--- config.mk ---
export PLATFORM = sky130hd
export DESIGN_NAME = mux_nto1_stream
export DESIGN_NICKNAME = d
export VERILOG_FILES = /design/src/rtl/mux_nto1_stream.sv
export SDC_FILE = /design/constraint.sdc
export NUM_CORES = 1
export LEC_CHECK = 0
export CAP_MARGIN = 40
export CORE_ASPECT_RATIO = 1.75
export CORE_MARGIN = 1
export CORE_UTILIZATION = 41
export DETAILED_ROUTE_END_ITERATION = 10
export DONT_BUFFER_PORTS = 1
export SLEW_MARGIN = 20
export SYNTH_ARGS = -nofsm -noshare
export SYNTH_HDL_FRONTEND = slang
export SYNTH_SLANG_ARGS = --single-unit
--- constraint.sdc ---
create_clock -name clk -period 4.35 [get_ports clk]
set_clock_uncertainty 0.2 [all_clocks]
set_input_delay 0.2175 -clock clk [delete_from_list [all_inputs] [get_ports clk]]
set_output_delay 0.2175 -clock clk [all_outputs]
set_load 0.01 [all_outputs]
--- src/rtl/mux_nto1_stream.sv ---
// N-channel stream multiplexer with per-channel valid/ready and packet locking.
// Arbitration is round-robin or external select. The selected beat is registered into one output slot.
module mux_nto1_stream #(
    parameter  int NUM_CH = 4,
    parameter  int DATA_W = 8,
    localparam int SEL_W  = $clog2(NUM_CH)
) (
    input  logic                     clk,
    input  logic                     rst_n,
    input  logic                     mode,
    input  logic [SEL_W-1:0]         sel,
    input  logic [NUM_CH*DATA_W-1:0] in_data,
    input  logic [NUM_CH-1:0]        in_valid,
    input  logic [NUM_CH-1:0]        in_last,
    output logic [NUM_CH-1:0]        in_ready,
    output logic [DATA_W-1:0]        out_data,
    output logic                     out_valid,
    output logic                     out_last,
    output logic [SEL_W-1:0]         out_ch,
    input  logic                     out_ready,
    output logic                     busy
);

    // Handshake: a beat moves on a rising edge only when valid and ready are both
    // high on the same channel. A producer must not make valid depend on ready.
    // in_ready is combinational from the state, the output slot and arbitration.

    localparam int PAD_W = 1 << SEL_W;

    typedef enum logic {
        S_IDLE   = 1'b0,
        S_LOCKED = 1'b1
    } state_t;

    state_t             r_state;
    logic [SEL_W-1:0]   r_grant;
    logic [SEL_W-1:0]   r_rr_ptr;
    logic [DATA_W-1:0]  r_out_data;
    logic               r_out_valid;
    logic               r_out_last;
    logic [SEL_W-1:0]   r_out_ch;

    logic               w_slot_free;
    logic               w_rr_found;
    logic [SEL_W-1:0]   w_rr_win;
    logic [PAD_W-1:0]   w_valid_pad;
    logic               w_fix_ok;
    logic [SEL_W-1:0]   w_cand;
    logic               w_cand_ok;
    logic [DATA_W-1:0]  w_cand_data;
    logic               w_cand_last;
    logic [NUM_CH-1:0]  w_ready;
    logic               w_xfer;

    assign w_slot_free = !r_out_valid || out_ready;

    // The scan runs from the farthest offset down, so the nearest valid channel after rr_ptr wins.
    always_comb begin
        logic [SEL_W-1:0] w_idx;
        w_rr_found = 1'b0;
        w_rr_win   = '0;
        w_idx      = '0;
        for (int i = NUM_CH; i >= 1; i--) begin
            w_idx = SEL_W'((int'(r_rr_ptr) + i) % NUM_CH);
            if (in_valid[w_idx]) begin
                w_rr_found = 1'b1;
                w_rr_win   = w_idx;
            end
        end
    end

    // Padding makes an out-of-range sel read a zero valid bit, so it can never grant.
    assign w_valid_pad = PAD_W'(in_valid);
    assign w_fix_ok    = w_valid_pad[sel];

    always_comb begin
        w_cand    = '0;
        w_cand_ok = 1'b0;
        if (r_state == S_LOCKED) begin
            w_cand    = r_grant;
            w_cand_ok = 1'b1;
        end else if (mode) begin
            w_cand    = sel;
            w_cand_ok = w_fix_ok;
        end else begin
            w_cand    = w_rr_win;
            w_cand_ok = w_rr_found;
        end
    end

    always_comb begin
        w_cand_data = '0;
        w_cand_last = 1'b0;
        w_ready     = '0;
        for (int k = 0; k < NUM_CH; k++) begin
            if (SEL_W'(k) == w_cand) begin
                w_cand_data = in_data[k*DATA_W +: DATA_W];
                w_cand_last = in_last[k];
                w_ready[k]  = rst_n && w_slot_free && w_cand_ok;
            end
        end
    end

    assign in_ready = w_ready;
    assign w_xfer   = |(in_valid & w_ready);

    always_ff @(posedge clk or negedge rst_n) begin
        if (!rst_n) begin
            r_state     <= S_IDLE;
            r_grant     <= '0;
            r_rr_ptr    <= SEL_W'(NUM_CH - 1);
            r_out_data  <= '0;
            r_out_valid <= 1'b0;
            r_out_last  <= 1'b0;
            r_out_ch    <= '0;
        end else begin
            if (w_xfer) begin
                r_out_data  <= w_cand_data;
                r_out_last  <= w_cand_last;
                r_out_ch    <= w_cand;
                r_out_valid <= 1'b1;
            end else if (out_ready) begin
                r_out_valid <= 1'b0;
            end

            case (r_state)
                S_IDLE: begin
                    if (w_xfer) begin
                        if (w_cand_last) begin
                            r_rr_ptr <= w_cand;
                        end else begin
                            r_grant <= w_cand;
                            r_state <= S_LOCKED;
                        end
                    end
                end
                S_LOCKED: begin
                    if (w_xfer && w_cand_last) begin
                        r_rr_ptr <= r_grant;
                        r_state  <= S_IDLE;
                    end
                end
                default: r_state <= S_IDLE;
            endcase
        end
    end

    assign out_data  = r_out_data;
    assign out_valid = r_out_valid;
    assign out_last  = r_out_last;
    assign out_ch    = r_out_ch;
    assign busy      = (r_state == S_LOCKED);

endmodule
# Yosys cells after proc, flatten, opt, wreduce, memory -nomap -nowiden
# Index checks and enable logic that the tools add are counted.
# totals
reg_bits	17
latch_bits	0
ramBits	0
mem_bits_ro	0
inputBits	46
memories	0
# op_classes
addsub	4
n_mul	0
n_div	0
order_cmp	5
n_eq_ne	6
n_shift	0
n_mux	44
bitwise	3
reduce_logical	10
# op_table
cell	count
8-bit 2-to-1 mux	4
1-bit 2-to-1 mux	24
2-bit 2-to-1 mux	9
2-bit by 3-bit < comparator with 1-bit output, second input constant	5
1-bit binary-select mux with 2-bit select	5
3-bit AND reduction	2
2-bit by 1-bit adder with 2-bit output, second input constant	2
2-bit adder, second input constant	2
4-bit bitwise AND	1
2-bit == test, first input constant	2
2-bit inequality test, second input constant	2
2-bit one-hot mux with 2 select lines	1
4-bit OR reduction	1
1-bit logical AND	3
1-bit by 2-bit == test with 1-bit output, first input constant	1
2-bit logical NOT	1
2-bit by 1-bit inequality test with 1-bit output, second input constant	1
1-bit NOT	2
1-bit one-hot mux with 2 select lines	1
2-bit nonzero test	1
1-bit logical NOT	1
1-bit logical OR	1

# Depth between registers and ports, before layout
# Gate-level depths: netlist of run 1.
# depth
ltp_word	17
depth_mapped	8
depth_no_buf	7

# Worst setup path before layout of run 1
# No wires, ideal clock.
# synth_path
kind	reg-to-reg
from	reg r_rr_ptr[1]
to	reg r_grant[1]
setup_time_ps	125
t_arrival_ps	2055
t_required_ps	4025
path_slack_ps	1970
path_stages_with_launch	8
path_buffers	0
synth_period_minus_slack_ps	2380
path_cell_list	dfstp_2 -> nor3b_1 -> a311o_1 -> a21oi_4 -> mux2i_1 -> mux2i_4 -> nor3b_2 -> mux2_4
# synth_via
elab_chain_len	16
elab_cells_between_ends	41
# synth_lines
item	line	source
start: declaration	37	logic [SEL_W-1:0] r_rr_ptr;
start signal: assignment	111	r_rr_ptr <= SEL_W'(NUM_CH - 1);
start signal: assignment	130	r_rr_ptr <= w_cand;
start signal: assignment	139	r_rr_ptr <= r_grant;
2-bit by 1-bit adder with 2-bit output	64	w_idx = SEL_W'((int'(r_rr_ptr) + i) % NUM_CH);
1-bit binary-select mux with 2-bit select	65	if (in_valid[w_idx]) begin
1-bit 2-to-1 mux (implied by the code)	65	
2-bit 2-to-1 mux (4 in a row)	65	
2-bit 2-to-1 mux	82	end else if (mode) begin
2-bit 2-to-1 mux	79	if (r_state == S_LOCKED) begin
2-bit logical NOT	96	if (SEL_W'(k) == w_cand) begin
1-bit 2-to-1 mux (4 in a row)	96	
1-bit NOT (no line)	-	
3-bit AND reduction (no line)	-	
end signal: assignment	132	r_grant <= w_cand;
end: declaration	36	logic [SEL_W-1:0] r_grant;
# Parallel ways exist; a longest one is shown, timed or not. The select of a mux whose other input is x is not followed.
# A chain may end at the register's enable or synchronous reset.

==> run_results.csv, run 1 <==
group,metric,value,unit
outcome,status,"finished, final reports clean",
timing,final_hold_viol_count,0,
final_layout,layout_commonest_cell,"dfrtp_1",
timing,fin_crit,2.94,ns
detailed_routing,drtAntennaViolNets,0,
global_routing,overflow,0,
pwr,irDropWorstVdd,389,uV
timing,rsz0062_at_grt,"false",
timing,setup_tns,0,ns
synth,synth_flop_cell,"dfrtp_1",
die,coreArea,2960,um^2
die,io_pins,63,
final_layout,layout_common_cells,"15 x dfrtp_1, 14 x mux2i_1, 10 x nor2_1, 10 x a21oi_1",
die,die_x,44.4,um
clock_network,cts.sinks,17,
synth,yosys_warnings,0,
clock_network,cts_setup_buffers,0,
placement,dp.final_hpwl,2.35,mm
clock_network,cts_tree,"built",
pwr,power_density,764,nW/um^2
timing,slew_headroom,51.9,%
synth,syn-instance-count,133,
final_layout,synthToLayoutAreaGrowth,9.12,%
die,rows,26,
detailed_routing,drt-total-wl,3.01,mm
worst_setup_path,critPathMaxFanout,11,
clock_network,clk_pin_slew,0.06,ns
worst_setup_path,arrival,2.89,ns
timing,fin_crit_sh,67.6,%
worst_setup_path,cp-start-kind,"register",
detailed_routing,first_pass_iters,4,
pwr,leakage,0.000554,uW
final_layout,layout-drive-gt1-share,20.6,%
worst_hold_path,min_path_type,"input pin to register",
clock_network,cts_made_buffers,3,
placement,dp.cells,171,
clock_network,clock_latency,0.25,ns
detailed_routing,viasPerCell,6.04,
detailed_routing,vias,1076,
die,dieHeight,76.2,um
global_routing,grt_first_pass_wirelength,4.73,mm
global_routing,antenna_found_initial,0,
timing,slew_viol_final,0,
synth,yosysSeqAreaShare,33.2,%
synth,syn_avg_cell_area,9.70,um^2
synth,yosysUniqueCellTypes,37,
synth,ys_async_sr_fraction,100,%
detailed_routing,drtIter0Drc,38,
synth,synthesis.nets,179,
timing,max_clock_freq,0.340,GHz
synth,synth_edf_count,0,
synth,synthesis.area,1290,um^2
die,die_area,3380,um^2
global_routing,grtUsageTotal,18.6,%
timing,setup-violations-final,0,
pwr,p_total,1080,uW
placement,gp_congestion,0.798,
final_layout,finalNetCount,183,
timing,worst_slew_pin_slew,0.720,ns
detailed_routing,drcViolationCount,0,
worst_setup_path,cp.required,4.29,ns
clock_network,root_buffer,"clkbuf_8",
clock_network,clock_path_buffers,2,
global_routing,grt_max_degree,32,
final_layout,layout.cells.non_filler,178,
final_layout,post-route-util,47.5,%
flow_run,cap_violations,0,
clock_network,htree_num_levels,1,
synth,yosys_register_bits,17,
worst_setup_path,path_class,"register to register",
final_layout,diodes,0,
die,initial_core_util,43.6,%
detailed_routing,wl_per_cell,16.9,um
placement,io_buffers,0,
worst_setup_path,endpoint_kind,"register",
global_routing,grt_pass1_vias,1098,
-- per-stage QoR --
| stage | setup slack (ns) | hold WS [ns] | area [um^2] |
|---|---|---|---|
| after floorplan | 1.97 | -0.278 | 1290 |
| after global placement | 1.48 | -0.278 | 1320 |
| after detailed placement | 1.40 | -0.278 | 1330 |
| after CTS | 1.37 | 0.0826 | 1410 |
| after global routing | 1.19 | 0.0987 | 1410 |
| final | 1.41 | 0.0856 | 1410 |
-- synth_stat cells, types with 3 or more instances --
cell	n	area, um^2
dfrtp_1	15	375
mux2i_1	14	140
a21oi_1	10	50.1
nor2_1	10	37.5
nand2_1	9	33.8
nor2b_1	9	56.3
a211oi_1	8	60.1
mux2_2	7	78.8
buf_2	5	25.0
inv_1	4	15.0
nand2b_1	4	25.0
nor3b_1	4	30.0
o21ai_0	4	20.0
o22ai_1	3	18.8
-- where the power goes --
| group | leakage [uW] | switching, uW | internal, uW |
|---|---|---|---|
| Clock | 0.0000255 | 52.4 | 63.6 |
| Combinational | 0.000330 | 324 | 283 |
| Sequential | 0.000199 | 106 | 248 |
-- sequential cells by signal, summed over array words and instances (netlist names), named ones only --
| name | count |
|---|---|
| out_data | 8 |
| out_ch | 2 |
| r_grant | 2 |
| r_rr_ptr | 2 |
| out_last | 1 |
| out_valid | 1 |
-- final cells by class --
class,instances,area [um^2]
clock buffer,3,41.3
clock inverter,1,5.00
fill,276,1550
inverter,4,15.0
multi-input combinational,105,810
sequential,17,428
tap,42,52.6
timing repair buffer,6,56.3
-- path summary, 6_finish.rpt --
kind | from | endpoint | slack, ns | cells past startpoint
worst max-delay path | register | r_grant[1]$_DFFE_PN0P_ | 1.41 | 7
worst min-delay path | in_data[20] | out_data[4]$_DFFE_PN0P_ | 0.09 | 3
worst max register to register | register | r_grant[1]$_DFFE_PN0P_ | 1.41 | 7
worst min register to register | r_grant[1]$_DFFE_PN0P_ | r_grant[1]$_DFFE_PN0P_ | 0.35 | 1
max in group asynchronous | rst_n | out_data[0]$_DFFE_PN0P_ | 3.24 | 1
min in group asynchronous | rst_n | r_grant[1]$_DFFE_PN0P_ | 0.26 | 1
-- critical path, cell delays in order (launching register included) --
cell,delay (ns)
dfrtp_1,0.63
nor2_1,0.17
a311oi_2,0.48
o21ai_1,0.16
mux2i_1,0.43
buf_4,0.26
nor3b_2,0.20
mux2_4,0.31
-- kinds of logic after synthesis --
kind of cell    Yosys count  share of synthesized area, %
simple gates             40                          16.7
compound gates           39                          21.9
mux                      26                          23.7
flops                    17                          33.2
buf+inv                  11                          4.56
-- layer usage --
layer	global-route usage [%]	vias up	share of wire, %	wire [um]
li1	-	496	-	-
met1	17.2	510	36	1070
met2	33.5	59	51	1550
met3	1.90	11	6.8	205
met4	14.8	0	6.0	181
met5	0	-	0	0
-- what timing repair did --
| action | CTS | global route |
|---|---|---|
| hold endpoints to repair | 19 | 0 |
| resized for setup | 0 | 0 |
| hold buffers | 3 | 0 |
Note: power is estimated with default switching activity, not from simulation.
==> run 2, diff against run 1 <==
--- a/config.mk
+++ b/config.mk
@@ -5,6 +5,7 @@
 export SDC_FILE = /design/constraint.sdc
 export NUM_CORES = 1
 export LEC_CHECK = 0
+export ABC_AREA = 1
 export CAP_MARGIN = 40
 export CORE_ASPECT_RATIO = 1.75
 export CORE_MARGIN = 1
==> constraint.sdc (replaced) <==
create_clock -name clk -period 2.86 [get_ports clk]
set_clock_uncertainty 0.2 [all_clocks]
set_input_delay 0.143 -clock clk [delete_from_list [all_inputs] [get_ports clk]]
set_output_delay 0.143 -clock clk [all_outputs]
set_load 0.01 [all_outputs]
==> run_results.csv, run 2 <==
group,metric,value,unit
die,initial_core_util,44.1,%
global_routing,antenna_found_initial,0,
worst_setup_path,critical-path-max-stage-delay,0.59,ns
final_layout,synthToLayoutAreaGrowth,35.6,%
pwr,leakage,0.000926,uW
final_layout,layout.cells.non_filler,296,
flow_run,cap_violations,0,
detailed_routing,drtIter0Drc,75,
global_routing,grt_max_degree,19,
clock_network,root_buffer,"clkbuf_8",
die,io_pins,63,
pwr,switching_share,51.9,%
global_routing,grt_pass1_vias,1556,
timing,slew_viol_final,0,
worst_setup_path,ff2ff_path_depth,16,
synth,ys_top_cells_by_count,"112 x nand2_1, 15 x dfrtp_1, 15 x inv_1, 15 x nand3_1, 13 x nor2_1",
clock_network,clk_pin_slew,0.06,ns
worst_setup_path,cp-start-kind,"register",
pwr,clkPwrFrac,10.2,%
timing,max_clock_freq,0.374,GHz
worst_hold_path,holdPathEnd,"out_ch[1]$_DFFE_PN0P_",
synth,post_synth_mux_area_share,0,%
clock_network,htree_num_levels,1,
worst_setup_path,arrival,2.61,ns
final_layout,layout_commonest_cell,"nand2_1",
clock_network,clock_latency,0.25,ns
worst_setup_path,critPathMaxFanout,13,
synth,yosys_register_bits,17,
synth,yosys-top-cells-area,"nand2_1 32%, dfrtp_1 29%, nand3_1 5.7%, nand4_1 4.8%, inv_1 4.3%",
placement,dp.final_hpwl,2.72,mm
die,dieHeight,76.7,um
pwr,p_comb_share,61.5,%
detailed_routing,drcViolationCount,0,
timing,slew_headroom,50.2,%
clock_network,cts.sinks,17,
worst_setup_path,cp_num_buf_inv,2,
timing,worst_slew_pin_slew,0.745,ns
worst_setup_path,path_class,"register to register",
detailed_routing,drtAntennaViolNets,0,
synth,yosys.area.top_type,"nand2_1",
worst_hold_path,holdCritStartpoint,"in_valid[2]",
die,die_x,44.7,um
detailed_routing,first_pass_iters,4,
synth,yosys_warnings,0,
detailed_routing,drt-total-wl,4.23,mm
pwr,p_total,1720,uW
synth,synth_edf_count,0,
detailed_routing,vias,1563,
placement,io_buffers,0,
synth,yosysSeqAreaShare,32.8,%
worst_setup_path,critPathSlowestCell,"dfstp_2",
clock_network,cts_tree,"built",
clock_network,cts_made_buffers,3,
clock_network,clock_path_buffers,2,
synth,synth-simple-area-share,56.3,%
worst_setup_path,reg2reg_slack,0.18,ns
synth,yosysMostFrequentCell,"nand2_1",
synth,synth_fa_ha_area_share,0,%
synth,synth_compound_area_share,3.45,%
outcome,status,"finished, final reports clean",
final_layout,largest_reg_flops,8,
timing,fin_crit_sh,93.6,%
timing,fin_crit,2.68,ns
synth,syn_avg_cell_area,6.16,um^2
global_routing,grtUsageTotal,25.4,%
worst_setup_path,cp_top_family,"simple AND/OR/NAND/NOR gates",
final_layout,layout_common_cells,"112 x nand2_1, 34 x dlygate4sd3_1, 15 x inv_1, 15 x nand3_1, 15 x dfrtp_1",
pwr,internal-power,825,uW
pwr,power_density,968,nW/um^2
synth,synthesis.nets,258,
placement,dp.cells,251,
die,rows,26,
worst_setup_path,reg2reg_from,"r_rr_ptr[0]$_DFFE_PN1P_",
final_layout,finalNetCount,301,
timing,rsz0062_at_grt,"true",
worst_hold_path,min_path_type,"input pin to register",
worst_setup_path,crit_chain,"clkbuf_2, o21ai_1, nor2_1, nor2_1, nand3_2, nand3_2, nand2_2, nand2_4, nor2_8, nand2_2, nor2_2, nor2_2, nand2_4, inv_2, nand2_1, nand2_1",
synth,yosysUniqueCellTypes,23,
synth,synthesis.area,1310,um^2
global_routing,grt_first_pass_wirelength,6.60,mm
placement,gp_congestion,0.868,
final_layout,layout-drive-gt1-share,11.8,%
pwr,seq_power_share,28.3,%
timing,final_hold_viol_count,0,
synth,synthXorXnorAreaFrac,0,%
die,coreArea,2960,um^2
synth,syn-instance-count,212,
pwr,irDropWorstVdd,558,uV
synth,ys_async_sr_fraction,100,%
die,die_area,3420,um^2
detailed_routing,wl_per_cell,14.3,um
pwr,p_sw,890,uW
worst_setup_path,cp.required,2.79,ns
worst_setup_path,reg2reg_to,"out_ch[1]$_DFFE_PN0P_",
synth,synth_flop_cell,"dfrtp_1",
global_routing,overflow,0,
synth,synth_top_family_by_area,"simple AND/OR/NAND/NOR gates",
detailed_routing,viasPerCell,5.28,
synth,synth_top_cell_area_share,32.2,%
final_layout,diodes,0,
worst_hold_path,whs_path_depth,4,
worst_setup_path,endpoint_kind,"register",
timing,setup-violations-final,0,
==> run 2: cell count changes after synthesis, moves of 9 or more <==
cell / delta
nand2_1: +103
nand3_1: +15
mux2i_1: -14
inv_1: +11
nand4_1: +10
nor2b_1: -9
==> run 2: worst max path at each step <==
stage                                        from                    end  slack [ns]  cells past startpoint
after global routing      r_rr_ptr[0]$_DFFE_PN1P_  out_ch[1]$_DFFE_PN0P_       -0.01                     19
after CTS                 r_rr_ptr[0]$_DFFE_PN1P_  out_ch[1]$_DFFE_PN0P_        0.12                     19
final                     r_rr_ptr[0]$_DFFE_PN1P_  out_ch[1]$_DFFE_PN0P_        0.18                     16
after floorplan           r_rr_ptr[0]$_DFFE_PN1P_  out_ch[1]$_DFFE_PN0P_        0.54                     19
after global placement    r_rr_ptr[0]$_DFFE_PN1P_  out_ch[1]$_DFFE_PN0P_        0.19                     19
after detailed placement  r_rr_ptr[0]$_DFFE_PN1P_  out_ch[1]$_DFFE_PN0P_        0.14                     19
==> run 2: cell type report <==
cell class	count	area, um^2
repair buffers	41	390
clock buffers	4	45.0
multi-input cells	173	785
flip-flops and latches	17	428
well taps	42	52.6
inverters	19	71.3
fillers	250	1190
==> run 2: what timing repair did <==
action	in CTS	in global routing
resized for setup	0	1
buffers inserted	0	7
hold buffers	34	0
setup endpoints to repair	0	17
hold endpoints to repair	26	0
==> run 2: layer usage <==
layer	GRT usage [%]	part of all wire (%)	vias up
met4	9.39	2.1	0
li1	-	-	750
met1	26.4	36	724
met2	47.5	55	78
met5	0	0	-
met3	4.24	6.4	11
==> run 2: kinds of logic after synthesis <==
logic type	count (synthesis)
AOI/OAI and AO/OA	8
buffers and inverters	22
and+or+nand+nor	165
DFF	17
==> run 2: power by group through the flow <==
stage | sequential [uW] | combinational [uW] | clock, uW
after global routing | 497 | 1190 | 196
after CTS | 493 | 962 | 180
after global placement | 495 | 899 | 0
after floorplan | 459 | 790 | 0
final | 486 | 1050 | 175
after detailed placement | 497 | 919 | 0
==> run 2: worst min-delay path, stage by stage <==
cell	delay, ns
inv_1	0.05
nor2_1	0.13
nor2_2	0.07
nand2_1	0.07
==> run 2: per-stage QoR <==
step	setup TNS [ns]	setup slack [ns]	cell area, um^2	hold slack (ns)	utilization [%]
finish	0	0.184	1770	0.0486	59.8
global route	-0.0168	-0.0112	1770	0.0563	59.8
CTS	0	0.124	1720	0.0417	58.0
detailed placement	0	0.139	1330	-0.352	45.0
global placement	0	0.188	1330	-0.352	45.0
floorplan	0	0.544	1310	-0.353	-
==> run 3, diff against run 2 <==
--- a/config.mk
+++ b/config.mk
@@ -5,14 +5,13 @@
 export SDC_FILE = /design/constraint.sdc
 export NUM_CORES = 1
 export LEC_CHECK = 0
-export ABC_AREA = 1
 export CAP_MARGIN = 40
 export CORE_ASPECT_RATIO = 1.75
 export CORE_MARGIN = 1
 export CORE_UTILIZATION = 41
 export DETAILED_ROUTE_END_ITERATION = 10
 export DONT_BUFFER_PORTS = 1
-export SLEW_MARGIN = 20
+export SLEW_MARGIN = 25
 export SYNTH_ARGS = -nofsm -noshare
 export SYNTH_HDL_FRONTEND = slang
 export SYNTH_SLANG_ARGS = --single-unit
==> run_results.csv, run 3 (synthesis results as in run 1) <==
group,metric,value,unit
detailed_routing,wl_met1,1.13,mm
die,coreArea,2960,um^2
clock_network,root_buffer,"clkbuf_8",
worst_setup_path,critical-path-max-stage-delay,0.59,ns
timing,setup_tns,0,ns
die,io_pins,63,
detailed_routing,drtAntennaViolNets,0,
clock_network,cts_made_buffers,3,
worst_setup_path,cp.required,2.80,ns
flow_run,cap_violations,0,
worst_setup_path,crit_chain,"nor3b_1, a311o_1, a21oi_4, mux2i_1, mux2i_4, nor3b_2, mux2_4",
clock_network,cts_tree,"built",
final_layout,diodes,0,
placement,gp_congestion,0.957,
worst_setup_path,critPathSlowestCell,"dfstp_2",
timing,setup-violations-final,0,
final_layout,nFillCells,281,
global_routing,antenna_found_initial,0,
clock_network,cts_setup_buffers,0,
final_layout,finalNetCount,189,
outcome,status,"finished, final reports clean",
clock_network,htree_num_levels,1,
final_layout,largest_reg_flops,8,
worst_setup_path,cp-start-kind,"register",
clock_network,clk_pin_slew,0.07,ns
worst_setup_path,endpoint_kind,"register",
pwr,power_density,1150,nW/um^2
clock_network,clock_path_buffers,2,
timing,fin_crit,2.60,ns
detailed_routing,wl_met3,214,um
die,dieHeight,76.2,um
clock_network,post_cts_resized,0,
timing,worst_slew_pin_slew,0.491,ns
final_layout,synthToLayoutAreaGrowth,12.7,%
worst_hold_path,min_path_type,"input pin to register",
die,die_area,3380,um^2
pwr,leakage,0.000580,uW
detailed_routing,viasPerCell,5.89,
global_routing,grt_first_pass_wirelength,4.84,mm
detailed_routing,drtIter0Drc,14,
global_routing,grtUsageTotal,19.0,%
worst_setup_path,path_class,"register to register",
clock_network,clock_latency,0.25,ns
worst_setup_path,arrival,2.53,ns
global_routing,grt_max_degree,26,
pwr,p_total,1680,uW
placement,io_buffers,0,
detailed_routing,wl_per_cell,17.4,um
die,rows,26,
detailed_routing,first_pass_iters,4,
pwr,irDropWorstVdd,553,uV
detailed_routing,route.met2.wl,1.72,mm
final_layout,layout_common_cells,"15 x dfrtp_1, 14 x mux2i_1, 10 x nor2_1, 10 x a21oi_1",
placement,dp.final_hpwl,2.50,mm
final_layout,layout-drive-gt1-share,22.5,%
timing,slew_viol_final,0,
worst_setup_path,critPathMaxFanout,7,
timing,max_clock_freq,0.385,GHz
die,initial_core_util,43.6,%
global_routing,grt_pass1_vias,1070,
detailed_routing,drt-total-wl,3.19,mm
timing,slew_headroom,67.2,%
timing,fin_crit_sh,90.9,%
clock_network,cts.sinks,17,
die,die_x,44.4,um
detailed_routing,drcViolationCount,0,
timing,rsz0062_at_grt,"false",
detailed_routing,vias,1083,
detailed_routing,routed.top_layer,"met4",
final_layout,layout_commonest_cell,"dfrtp_1",
timing,final_hold_viol_count,0,
global_routing,overflow,0,
-- run 3: path summary, 6_finish.rpt --
path                                           end  depth (start not counted)  slack [ns]                     from
max reg2reg                 r_grant[1]$_DFFE_PN0P_                          7        0.26  r_rr_ptr[1]$_DFFE_PN1P_
max                         r_grant[1]$_DFFE_PN0P_                          7        0.26  r_rr_ptr[1]$_DFFE_PN1P_
min in group asynchronous  out_data[5]$_DFFE_PN0P_                          2        0.47                    rst_n
min reg2reg                 r_grant[1]$_DFFE_PN0P_                          1        0.36   r_grant[1]$_DFFE_PN0P_
min                        out_data[6]$_DFFE_PN0P_                          3        0.02              in_data[22]
max in group asynchronous  r_rr_ptr[1]$_DFFE_PN1P_                          3        1.55                    rst_n
-- run 3: per-layer routing --
metal,track usage [%],up-vias
met5,0,-
met4,10.6,0
met3,1.90,6
met2,35.1,63
met1,19.0,510
li1,-,504
-- run 3: report_power, final --
| part | internal, uW | total [uW] | switching (uW) | leakage [uW] |
|---|---|---|---|---|
| clock network | 98.5 | 176 | 77.2 | 0.0000228 |
| logic | 462 | 977 | 515 | 0.000358 |
| registers | 377 | 523 | 146 | 0.000199 |
| total | 937 | 1680 | 738 | 0.000580 |
-- run 3: cell type report --
| type | instances | area (um^2) | area share [%] |
|---|---|---|---|
| Timing Repair Buffer | 12 | 104 | 7.14 |
| Multi-Input combinational cell | 105 | 810 | 55.7 |
| Sequential cell | 17 | 428 | 29.4 |
| Clock buffer | 4 | 45.0 | 3.10 |
| Inverter | 4 | 15.0 | 1.03 |
| Tap cell | 42 | 52.6 | 3.61 |
-- run 3: per-stage QoR --
step	instances	setup slack (ns)	util, %	area, um^2	hold WS (ns)
global placement	175	0.363	45.9	1360	-0.352
floorplan	133	0.480	-	1290	-0.353
finish	184	0.261	49.1	1450	0.0184
CTS	182	0.279	48.4	1430	0.0264
detailed placement	175	0.291	45.9	1360	-0.352
global route	184	0.115	49.1	1450	0.0323
-- run 3: what timing repair did --
action,in CTS,in global routing
endpoints found under the setup margin,0,0
endpoints found under the hold margin,19,2
hold buffers,3,1
-- run 3: worst max-delay path, delay by kind of cell, from the launching register on --
kind / cells / cell delay [ns]
multiplexers: 3 / 0.82
AO/OA/AOI/OAI: 2 / 0.55
flip-flops: 1 / 0.59
AND/OR/NAND/NOR: 2 / 0.31
